===== config.mk =====
export PLATFORM = sky130hd
export DESIGN_NAME = controle_temporizador
export DESIGN_NICKNAME = d
export VERILOG_FILES = /design/src/rtl/controle_temporizador.sv
export SDC_FILE = /design/constraint.sdc
export NUM_CORES = 1
export LEC_CHECK = 0
export ABC_AREA = 0
export CAP_MARGIN = 20
export CORE_ASPECT_RATIO = 0.7
export CORE_MARGIN = 5
export CORE_UTILIZATION = 55
export CTS_CLUSTER_SIZE = 12
export DETAILED_ROUTE_END_ITERATION = 10
export PLACE_DENSITY_LB_ADDON = 0.1
export RECOVER_POWER = 100
export SLEW_MARGIN = 25
export SYNTH_ARGS = -nofsm -noshare
export SYNTH_HDL_FRONTEND = slang
export SYNTH_SLANG_ARGS = --single-unit

===== constraint.sdc =====
create_clock -name clock -period 5.64 [get_ports clock]
set_input_delay 1.692 -clock clock [delete_from_list [all_inputs] [get_ports clock]]
set_output_delay 1.692 -clock clock [all_outputs]
set_load 0.01 [all_outputs]

===== src/rtl/controle_temporizador.sv =====
`default_nettype none
// ============================================================================
// Module   : controle_temporizador
// Purpose  : Single-clock timebase and duration controller. A programmable
//            prescaler produces a one-cycle 'tick' enable (period div+1).
//            One timed activation of 'duracao' ticks is sequenced through a
//            start/busy/done handshake, with abort. No derived clocks.
// Ports    : clock, reset     - system clock, synchronous active-high reset
//            cfg_we, cfg_div  - divide register write (honoured in IDLE only)
//            start, duracao   - request an activation of 'duracao' ticks
//            abort            - cancel the running activation
//            tick             - free-running one-cycle timebase pulse
//            busy             - activation in progress
//            done             - one-cycle pulse on normal completion
//            restante         - ticks remaining in the current activation
// Revision : 1.0 - initial release
// ============================================================================
module controle_temporizador #(
  parameter int DIV_WIDTH            = 22,
  parameter int unsigned DIV_DEFAULT = 4194303,
  parameter int TIME_WIDTH           = 8
) (
  input  logic                  clock,
  input  logic                  reset,
  input  logic                  cfg_we,
  input  logic [DIV_WIDTH-1:0]  cfg_div,
  input  logic                  start,
  input  logic [TIME_WIDTH-1:0] duracao,
  input  logic                  abort,
  output logic                  tick,
  output logic                  busy,
  output logic                  done,
  output logic [TIME_WIDTH-1:0] restante
);

  localparam logic [DIV_WIDTH-1:0]  DIV_RESET = DIV_WIDTH'(DIV_DEFAULT);
  localparam logic [DIV_WIDTH-1:0]  CNT_ONE   = DIV_WIDTH'(1);
  localparam logic [TIME_WIDTH-1:0] TIME_ONE  = TIME_WIDTH'(1);

  localparam logic [1:0] ST_IDLE = 2'd0;
  localparam logic [1:0] ST_RUN  = 2'd1;
  localparam logic [1:0] ST_DONE = 2'd2;

  logic [1:0]           state;
  logic [1:0]           state_next;
  logic [DIV_WIDTH-1:0] div_reg;
  logic [DIV_WIDTH-1:0] cnt;
  logic                 done_reg;

  logic cfg_accept;
  logic run_load;

  // Configuration and run-start are only honoured in IDLE; both restart the
  // prescaler so the new period (or the activation) begins phase-aligned.
  assign cfg_accept = (state == ST_IDLE) && cfg_we;
  assign run_load   = (state == ST_IDLE) && start && (duracao != '0);

  // --------------------------------------------------------------------------
  // State register
  // --------------------------------------------------------------------------
  always_ff @(posedge clock) begin
    if (reset) begin
      state <= ST_IDLE;
    end else begin
      state <= state_next;
    end
  end

  // --------------------------------------------------------------------------
  // Next-state logic. Abort wins over a same-cycle completing tick.
  // --------------------------------------------------------------------------
  always_comb begin
    state_next = state;
    case (state)
      ST_IDLE: begin
        if (start) begin
          state_next = (duracao != '0) ? ST_RUN : ST_DONE;
        end
      end
      ST_RUN: begin
        if (abort) begin
          state_next = ST_IDLE;
        end else if (tick && (restante == TIME_ONE)) begin
          state_next = ST_DONE;
        end
      end
      ST_DONE: begin
        state_next = ST_IDLE;
      end
      default: begin
        state_next = ST_IDLE;
      end
    endcase
  end

  // --------------------------------------------------------------------------
  // Datapath: divide register, prescaler, remaining-time counter, done pulse
  // --------------------------------------------------------------------------
  always_ff @(posedge clock) begin
    if (reset) begin
      div_reg  <= DIV_RESET;
      cnt      <= '0;
      tick     <= 1'b0;
      restante <= '0;
      done_reg <= 1'b0;
    end else begin
      if (cfg_accept) begin
        div_reg <= cfg_div;
      end

      // A forced clear suppresses the tick so a stale wrap cannot leak into
      // a freshly started period.
      if (cfg_accept || run_load) begin
        cnt  <= '0;
        tick <= 1'b0;
      end else if (cnt == div_reg) begin
        cnt  <= '0;
        tick <= 1'b1;
      end else begin
        cnt  <= cnt + CNT_ONE;
        tick <= 1'b0;
      end

      case (state)
        ST_IDLE: begin
          if (run_load) begin
            restante <= duracao;
          end
        end
        ST_RUN: begin
          if (abort) begin
            restante <= '0;
          end else if (tick) begin
            if (restante <= TIME_ONE) begin
              restante <= '0;
            end else begin
              restante <= restante - TIME_ONE;
            end
          end
        end
        default: begin
          restante <= '0;
        end
      endcase

      done_reg <= (state_next == ST_DONE);
    end
  end

  // --------------------------------------------------------------------------
  // Output logic
  // --------------------------------------------------------------------------
  always_comb begin
    busy = (state == ST_RUN);
    done = done_reg;
  end

endmodule
`default_nettype wire


# Word-level counts from Yosys, hierarchy flattened
# Cells that the tools add are included.
[word_totals] output_inout_bits=11 register_bits=56 wordCells=36 in_bits=35
[op_classes] n_eq_ne=6 muxes=11 addsub=2 magnitude_cmp=1 n_reduce_logical=10
[ops] operator="$mux W8" count=4
[ops] operator="$add A22 B1 Y22 const B" count=1
[ops] operator="$eq A22 B22 Y1" count=1
[ops] operator="$pmux W8 S2" count=1
[ops] operator="$eq A8 B1 Y1 const B" count=1
[ops] operator="$le A8 B1 Y1 const B" count=1
[ops] operator="$mux W2" count=4
[ops] operator="$reduce_bool A8 Y1" count=1
[ops] operator="$sub A8 B1 Y8 const B" count=1
[ops] operator="$logic_and A1 B1 Y1" count=4
[ops] operator="$pmux W2 S2" count=1
[ops] operator="$ne A3 B3 Y1 const B" count=1
[ops] operator="$reduce_or A3 Y1" count=1
[ops] operator="$eq A2 B1 Y1 const B" count=1
[ops] operator="$eq A2 B2 Y1 const B" count=1
[ops] operator="$logic_not A2 Y1" count=1
[ops] operator="$ne A2 B2 Y1 const B" count=1
[ops] operator="$reduce_and A2 Y1" count=1
[ops] operator="$reduce_or A2 Y1" count=1
[ops] operator="$logic_or A1 B1 Y1" count=1
[ops] operator="$mux W1" count=1

# Depth between registers and ports, before layout
[depth] depth_word=6 mapped_depth=7 depth_no_buf=7

# Worst setup path after synthesis
# No wires, ideal clock.
[synth_timing] kind="input -> register" startpoint="input duracao[1]" endpoint="register restante[6]" cell_stages=6 setup_ns=0.087 arrival_ns=2.916 path_buffers=1 required_ns=5.553 path_slack_ns=2.637 cell_sequence="nor4_1 a21bo_2 a21oi_1 clkbuf_1 and3_1 o31ai_1"
[synth_via] elab_chain_cells=4
[synth_lines] item="start: declaration" line_no="28" text="input logic [TIME_WIDTH-1:0] duracao,"
[synth_lines] item="$reduce_bool A8 Y1" line_no="56" text="assign run_load = (state == ST_IDLE) && start && (duracao != '0);"
[synth_lines] item="$logic_and A1 B1 Y1" line_no="56"
[synth_lines] item="$ne A2 B2 Y1 (no line)"
[synth_lines] item="$reduce_and A2 Y1 (no line)"
[synth_lines] item="end signal: assignment" line_no="127" text="restante <= duracao;"
[synth_lines] item="end signal: assignment" line_no="137" text="restante <= restante - TIME_ONE;"
[synth_lines] item="end: declaration" line_no="33" text="output logic [TIME_WIDTH-1:0] restante"
# Every way passes these cells.
# A chain may end at the register's enable or synchronous reset.

# Final worst setup path
[layout_timing] startpoint="input duracao[1]" endpoint="register cnt[2]"
[layout_via] elab_chain_cells=4
[layout_lines] item="$reduce_bool A8 Y1" line_no="56"
[layout_lines] item="$logic_and A1 B1 Y1" line_no="56"
[layout_lines] item="$logic_or A1 B1 Y1" line_no="113" text="if (cfg_accept || run_load) begin"
[layout_lines] item="$reduce_or A3 Y1 (no line)"
[layout_lines] item="end signal: assignment" line_no="120" text="cnt <= cnt + CNT_ONE;"
[layout_lines] item="end: declaration" line_no="47" text="logic [DIV_WIDTH-1:0] cnt;"
# Every way passes these cells.

==> summary.md <==
| Metric | Value |
|---|---|
| GRT Util Overall | `20.5%` |
| Clk slew on worst S/H paths | `90 ps` |
| Global route total overflow | `0` |
| Unrepaired setup endpoints after global routing | `no` |
| R2R Setup Slk | `3080 ps` |
| Fin cells | `411` |
| Cell Area, Synth | `0.00268 sq mm` |
| R2r startpoint | `state[1]` |
| CP Class | `primary input to flip-flop` |
| DRT antenna net count | `0` |
| 1st-iter DRT viols | `260` |
| Status | `complete, no violations` |
| Peak supply drop | `139 uV` |
| IO buf count | `45` |
| Power per standard cell area | `242 mW/mm^2` |
| WP data arrival | `4200 ps` |
| Setup bufs post-CTS | `0` |
| Maxcap violations | `0` |
| Commonest non-fill, non-tap cell in the layout | `dfxtp_1` |
| WP data required | `5870 ps` |
| Final worst-path setup slack | `1670 ps` |
| Worst-path cell chain | `dlygate4sd3_1, nor4_1, a21boi_0, o21ai_0, o211ai_1, clkbuf_1, nor2_1` |
| Deepest clock path buffer count | `2` |
| Yosys cell types | `42` |
| Fin. max-slew vios | `0` |
| Starting density of the core | `56.4%` |
| Largest net degree at the start of global routing | `26` |
| Number of nets in the layout | `379` |
| CP max-delay cell | `nor4_1` |
| Worst skew pair latency | `310 ps` |
| Die Area | `0.00640 sq mm` |
| Hold Vio Cnt, Final | `0` |
| Final Core Density | `68.4%` |
| CP top delay family | `buffers and inverters` |
| Slew of the pin with the lowest slew margin | `964 ps` |
| Total CTS buffers | `5` |
| Fin crit share | `70.3%` |
| Post-Syn Instances | `298` |
| Row count | `21` |
| N_diodes | `0` |
| Final setup fails | `0` |
| GPL Wtd Cong | `0.975` |
| Vias per cell | `5.44` |
| Setup crit start | `duracao[1]` |
| Avg WL per Cell | `14.8 um` |
| Area Growth Syn to Fin | `21.2%` |
| Setup crit end kind | `flip-flop` |
| Area of the core | `0.00476 sq mm` |
| Pleak | `1.25 nW` |
| Syn Nets | `336` |
| CP Depth | `7` |
| Yosys reg bits | `56` |
| Initial antenna violation count | `0` |
| Tmin final | `3970 ps` |
| Asr flop ratio synth | `0%` |
| PostCTS Resize Cnt | `0` |
| Vias in the first global route | `2115` |
| Most frequent cells in the layout | `dfxtp_1, nor2_1, nand2_1` |
| YS warnings | `0` |
| Fraction of layout cells with a size suffix above 1 | `4.09%` |
| Root Driver | `clkbuf_8` |
| Total number of vias | `2236` |
| R2R depth | `5` |
| CTS tree | `done` |
| Setup tns final | `0 ps` |
| Setup Slack @ Placement | `1690 ps` |
| Worst min path class | `flip-flop to flip-flop` |
| Syn Area/Cell | `9.01 sq um` |
| CTS H-tree depth | `2` |
| DRC Markers | `0` |
| Critical path's largest stage delay | `700 ps` |
| I/O pins | `46` |
| Setup Skew | `8.41 ps` |
| Detailed Routing Iterations Pass 1 | `4` |
| Die width | `93.5 um` |
| Relative slew slack | `35.7%` |
| Crit Path Max Fanout | `22` |
| First-pass GRT wire length | `10200 um` |
| Wirelength, routed | `6100 um` |
| CP endpoint | `cnt[2]` |
| Cells after DPL | `403` |
| FMAX | `252 MHz` |
| CTS hold repair buffers | `0` |
| Chip Height | `68.4 um` |
| Critical R2R Capture | `cnt[2]` |
| Sink Count | `56` |
| Seq/Total Area, Yosys | `41.8%` |
| Worst setup SP type | `primary input` |
| Dpl hpwl | `4650 um` |
| Main flop type after synthesis | `dfxtp_1` |
| Post-synth EDFFs | `0` |
| Buffers & Inverters on Critical Path | `2` |
## cell families after synthesis
| kind of cell | count (synthesis) | share of synthesized area, % |
|---|---|---|
| AOI/OAI and AO/OA | 29 | 8.07 |
| xor gates and xnor gates | 45 | 14.7 |
| adders and majority gates | 3 | 1.40 |
| buffers and inverters | 19 | 3.92 |
| DFF | 56 | 41.8 |
| muxes | 23 | 8.62 |
| and+or+nand+nor | 123 | 21.5 |
## metrics by stage
step / cell area [sq um] / hold slack [ps] / power, mW
floorplan: 2680 / 451 / 0.518
global placement: 3160 / 469 / 0.572
detailed placement: 3160 / 491 / 0.574
CTS: 3250 / 513 / 0.792
global route: 3250 / 546 / 0.826
finish: 3250 / 510 / 0.786
## worst reg2reg max path, cell delays in order (launching register included)
cell and delay (ps):
dfxtp_1 420, nor2_1 680, o21ai_0 290, o211ai_1 150, clkbuf_1 740, nor2_1 120
## where the power goes
| part | switching [mW] | leakage [nW] | internal, mW |
|---|---|---|---|
| clock | 0.122 | 0.0455 | 0.100 |
| combinational | 0.0634 | 0.747 | 0.0681 |
| sequential | 0.0195 | 0.458 | 0.412 |
| total | 0.205 | 1.25 | 0.581 |
## cells in the mapped netlist, drive strengths merged (2+ instances only)
cell | number | share of area (%)
nor3 | 8 | 1.5
o21ai | 3 | 0.56
a211oi | 4 | 1.1
nor3b | 2 | 0.75
a21oi | 5 | 0.93
a22oi | 3 | 0.84
xnor2 | 12 | 3.9
mux2i | 22 | 8.2
and3 | 5 | 1.2
o211ai | 2 | 0.56
nand4 | 8 | 1.9
or4 | 2 | 0.70
buf | 5 | 1.2
nor4 | 10 | 2.3
nand3 | 8 | 1.5
nor2 | 41 | 6.0
inv | 8 | 1.1
nand2 | 37 | 5.2
dfxtp | 56 | 42
xor2 | 33 | 11
a21boi | 3 | 0.84
clkbuf | 6 | 1.6
ha | 3 | 1.4
## routing by layer
metal	vias to the layer above	part of all wire (%)	global-route usage [%]
met5	-	0	0
met4	0	0.69	5.67
met3	6	8.8	6.26
met2	85	40	28.8
met1	1028	51	30.0
li1	1117	-	-
## worst min path at each step
stage	startpoint	end	slack, ps	cells after the start
floorplan	cnt[0]	cnt[0]	450	1
global placement	cnt[0]	cnt[0]	470	1
detailed placement	div_reg[20]	div_reg[20]	490	2
CTS	div_reg[20]	div_reg[20]	510	2
global route	div_reg[19]	div_reg[19]	550	2
finish	div_reg[20]	div_reg[20]	510	2
## cell type report
class | instances | area [sq um]
Sequential cell | 56 | 1120
Clock buffer | 8 | 90.1
Inverter | 8 | 30.0
Timing Repair Buffer | 47 | 462
Multi-Input combinational cell | 223 | 1460
Tap cell | 69 | 86.3
Fill cell | 405 | 1500
Power figures use the tool's default switching activity.
==> RTL edit (config.mk and constraints unchanged) <==
Add an input register stage for `cfg_we`, `cfg_div`, `start`, `duracao` and `abort`, with the module's reset; this delays them by one clock.
--- a/src/rtl/controle_temporizador.sv
+++ b/src/rtl/controle_temporizador.sv
@@ -43,2 +43,24 @@
 
+  logic cfg_we_q;
+  logic [DIV_WIDTH-1:0] cfg_div_q;
+  logic start_q;
+  logic [TIME_WIDTH-1:0] duracao_q;
+  logic abort_q;
+
+  always_ff @(posedge clock) begin
+    if (reset) begin
+      cfg_we_q  <= '0;
+      cfg_div_q <= '0;
+      start_q   <= '0;
+      duracao_q <= '0;
+      abort_q   <= '0;
+    end else begin
+      cfg_we_q  <= cfg_we;
+      cfg_div_q <= cfg_div;
+      start_q   <= start;
+      duracao_q <= duracao;
+      abort_q   <= abort;
+    end
+  end
+
   logic [1:0]           state;
@@ -54,4 +76,4 @@
   // prescaler so the new period (or the activation) begins phase-aligned.
-  assign cfg_accept = (state == ST_IDLE) && cfg_we;
-  assign run_load   = (state == ST_IDLE) && start && (duracao != '0);
+  assign cfg_accept = (state == ST_IDLE) && cfg_we_q;
+  assign run_load   = (state == ST_IDLE) && start_q && (duracao_q != '0);
 
@@ -75,4 +97,4 @@
       ST_IDLE: begin
-        if (start) begin
-          state_next = (duracao != '0) ? ST_RUN : ST_DONE;
+        if (start_q) begin
+          state_next = (duracao_q != '0) ? ST_RUN : ST_DONE;
         end
@@ -80,3 +102,3 @@
       ST_RUN: begin
-        if (abort) begin
+        if (abort_q) begin
           state_next = ST_IDLE;
@@ -107,3 +129,3 @@
       if (cfg_accept) begin
-        div_reg <= cfg_div;
+        div_reg <= cfg_div_q;
       end
@@ -126,3 +148,3 @@
           if (run_load) begin
-            restante <= duracao;
+            restante <= duracao_q;
           end
@@ -130,3 +152,3 @@
         ST_RUN: begin
-          if (abort) begin
+          if (abort_q) begin
             restante <= '0;
Check against the original RTL: not equivalent (Yosys sat finds a counterexample within 4 cycles, from zero or initial values and one cycle with reset high).
==> RTL edit against the original RTL <==
- the flow now finishes with violations (capacitance limit, slew limit)
- clock skew rose by 0.0018 ns
- design area up 30%
- sequential share of layout area rose by 7.8 points
- synthesized area rose by 33%
- global-route usage fell by 0.53 points
- critical path depth is 2 lower
- total power increased by 58%
- wire length up 25%
- synthesized cell count grew 32%
- sequential cell count rose by 33
- sequential power grew 57%
- setup slack better by 0.047 ns
- fmax up 1.2%
==> RTL edit: results (changes against the original RTL) <==
Outcome
  – Outcome: complete, but fails checks (was completed)
  – Failing checks: capacitance limit, slew limit

STA
  – Hold WS: 0.443 ns (was 0.510 ns)
  – Slew Limit Fails: 23 (was 0)
  – Final Skew: 0.0102 ns (was 0.00841 ns)
  – PnR worst setup slack: 1.72 ns (was 1.67 ns)

Run
  – Max Cap Violations: 1 (was 0)

Detailed routing
  – DR vias/cell: 5.36 (was 5.44)
  – Post-Route WL: 7620 µm (was 6100 µm)
  – DR WL met2: 3190 µm (was 2410 µm)
  – Met3 WL post-DR: 568 µm (was 537 µm)
  – M1 WL: 3820 µm (was 3110 µm)

Yosys
  – Post-Synthesis Cells: 393 (was 298)
  – Syn Nets: 431 (was 336)
  – Synth area leaders: dfxtp_1, xor2_1, nand2_1, nor2b_1, nand3_1 (was dfxtp_1, xor2_1, mux2i_1, nor2_1, nand2_1)
  – Fraction of the yosys area taken by sequential cells: 50.1% (was 41.8%)

Global route
  – Grt total ovfl: 0 (unchanged)
  – Largest net degree at the start of global routing: 40 (was 26)
  – Total global-route track usage: 20.0% (was 20.5%)
  – Vias in the first global route: 2689 (was 2115)
  – First-pass GRT wire length: 13100 µm (was 10200 µm)

Power and ir drop
  – VDD IR max: 172 µV (was 139 µV)
  – Lkg Pwr: 0.00158 µW (was 0.00125 µW)

Hold path
  – Worst hold start: cfg_div_q[16] (was div_reg[20])
  – Hold Crit Endpoint: div_reg[16] (was div_reg[20])

Critical path
  – Crit. Startpoint: reset (was duracao[1])
  – Reg2reg setup slack: 2.99 ns (was 3.08 ns)
  – Reg2reg start: cnt[9] (was state[1])
  – CP Data Arrival Time: 4.19 ns (was 4.20 ns)
  – Reg-to-reg endpoint: cnt[11] (was cnt[2])

Clock network
  – Post-CTS Resized: 0 (unchanged)
  – CTS Buf Count: 9 (was 5)

Cells and area
  – Nets: 473 (was 379)
  – Layout cell share with drive strength beyond 1: 5.24% (was 4.09%)

Placed design
  – Pre-CTS setup slack: 1.78 ns (was 1.69 ns)
  – Hpwl dp: 5580 µm (was 4650 µm)
  – Dpl cells: 502 (was 403)
## RTL edit: changes by cell type in the layout (fill, tap and decap cells not counted), sizes merged, moves of 5 or more
cell and delta:
dfxtp +33, mux2i -22, nand2 +23, nand3 +26, nor2 -5, nor2b +33
o21ai +10
## RTL edit: cells by family (layout without fill, tap and decap cells)
group	after synthesis	count (layout)	share of synthesized area, %
AOI/OAI and AO/OA	34	34	7.10
adders and majority gates	3	3	1.05
buffers and inverters	24	70	3.20
DFF	89	89	50.1
xor gates and xnor gates	43	43	10.6
and+or+nand+nor	200	200	28.0
## RTL edit: layout make-up
cell class                 instances  area, µm²
fill                             526       2030
sequential                        89       1780
multi-input combinational        280       1650
timing repair buffer              46        458
clock buffer                      11        141
tap                               78       97.6
clock inverter                     4       53.8
inverter                           9       33.8
## RTL edit: metal layers
metal | track usage, % | vias up
met5 | 0 | -
met4 | 4.01 | 0
met3 | 7.05 | 4
met2 | 28.2 | 90
met1 | 29.4 | 1277
li1 | - | 1399
## RTL edit: worst max-delay path: stages
cell and delay (ns):
dlygate4sd3_1 0.53, buf_4 0.26, inv_1 0.58, o211ai_1 0.80
nor2_1 0.31
## RTL edit: power by group
part | internal (µW) | total, µW | switching (µW)
Clock | 215 | 433 | 218
Sequential | 658 | 679 | 21.3
Combinational | 63.0 | 130 | 67.2
## RTL edit: through the flow
stage | util [%] | instance area [µm²]
2_1_floorplan | - | 3560
6_report | 67.5 | 4220
4_1_cts | 67.7 | 4230
3_3_place_gp | 64.6 | 4040
5_1_grt | 67.5 | 4220
3_5_place_dp | 64.6 | 4040
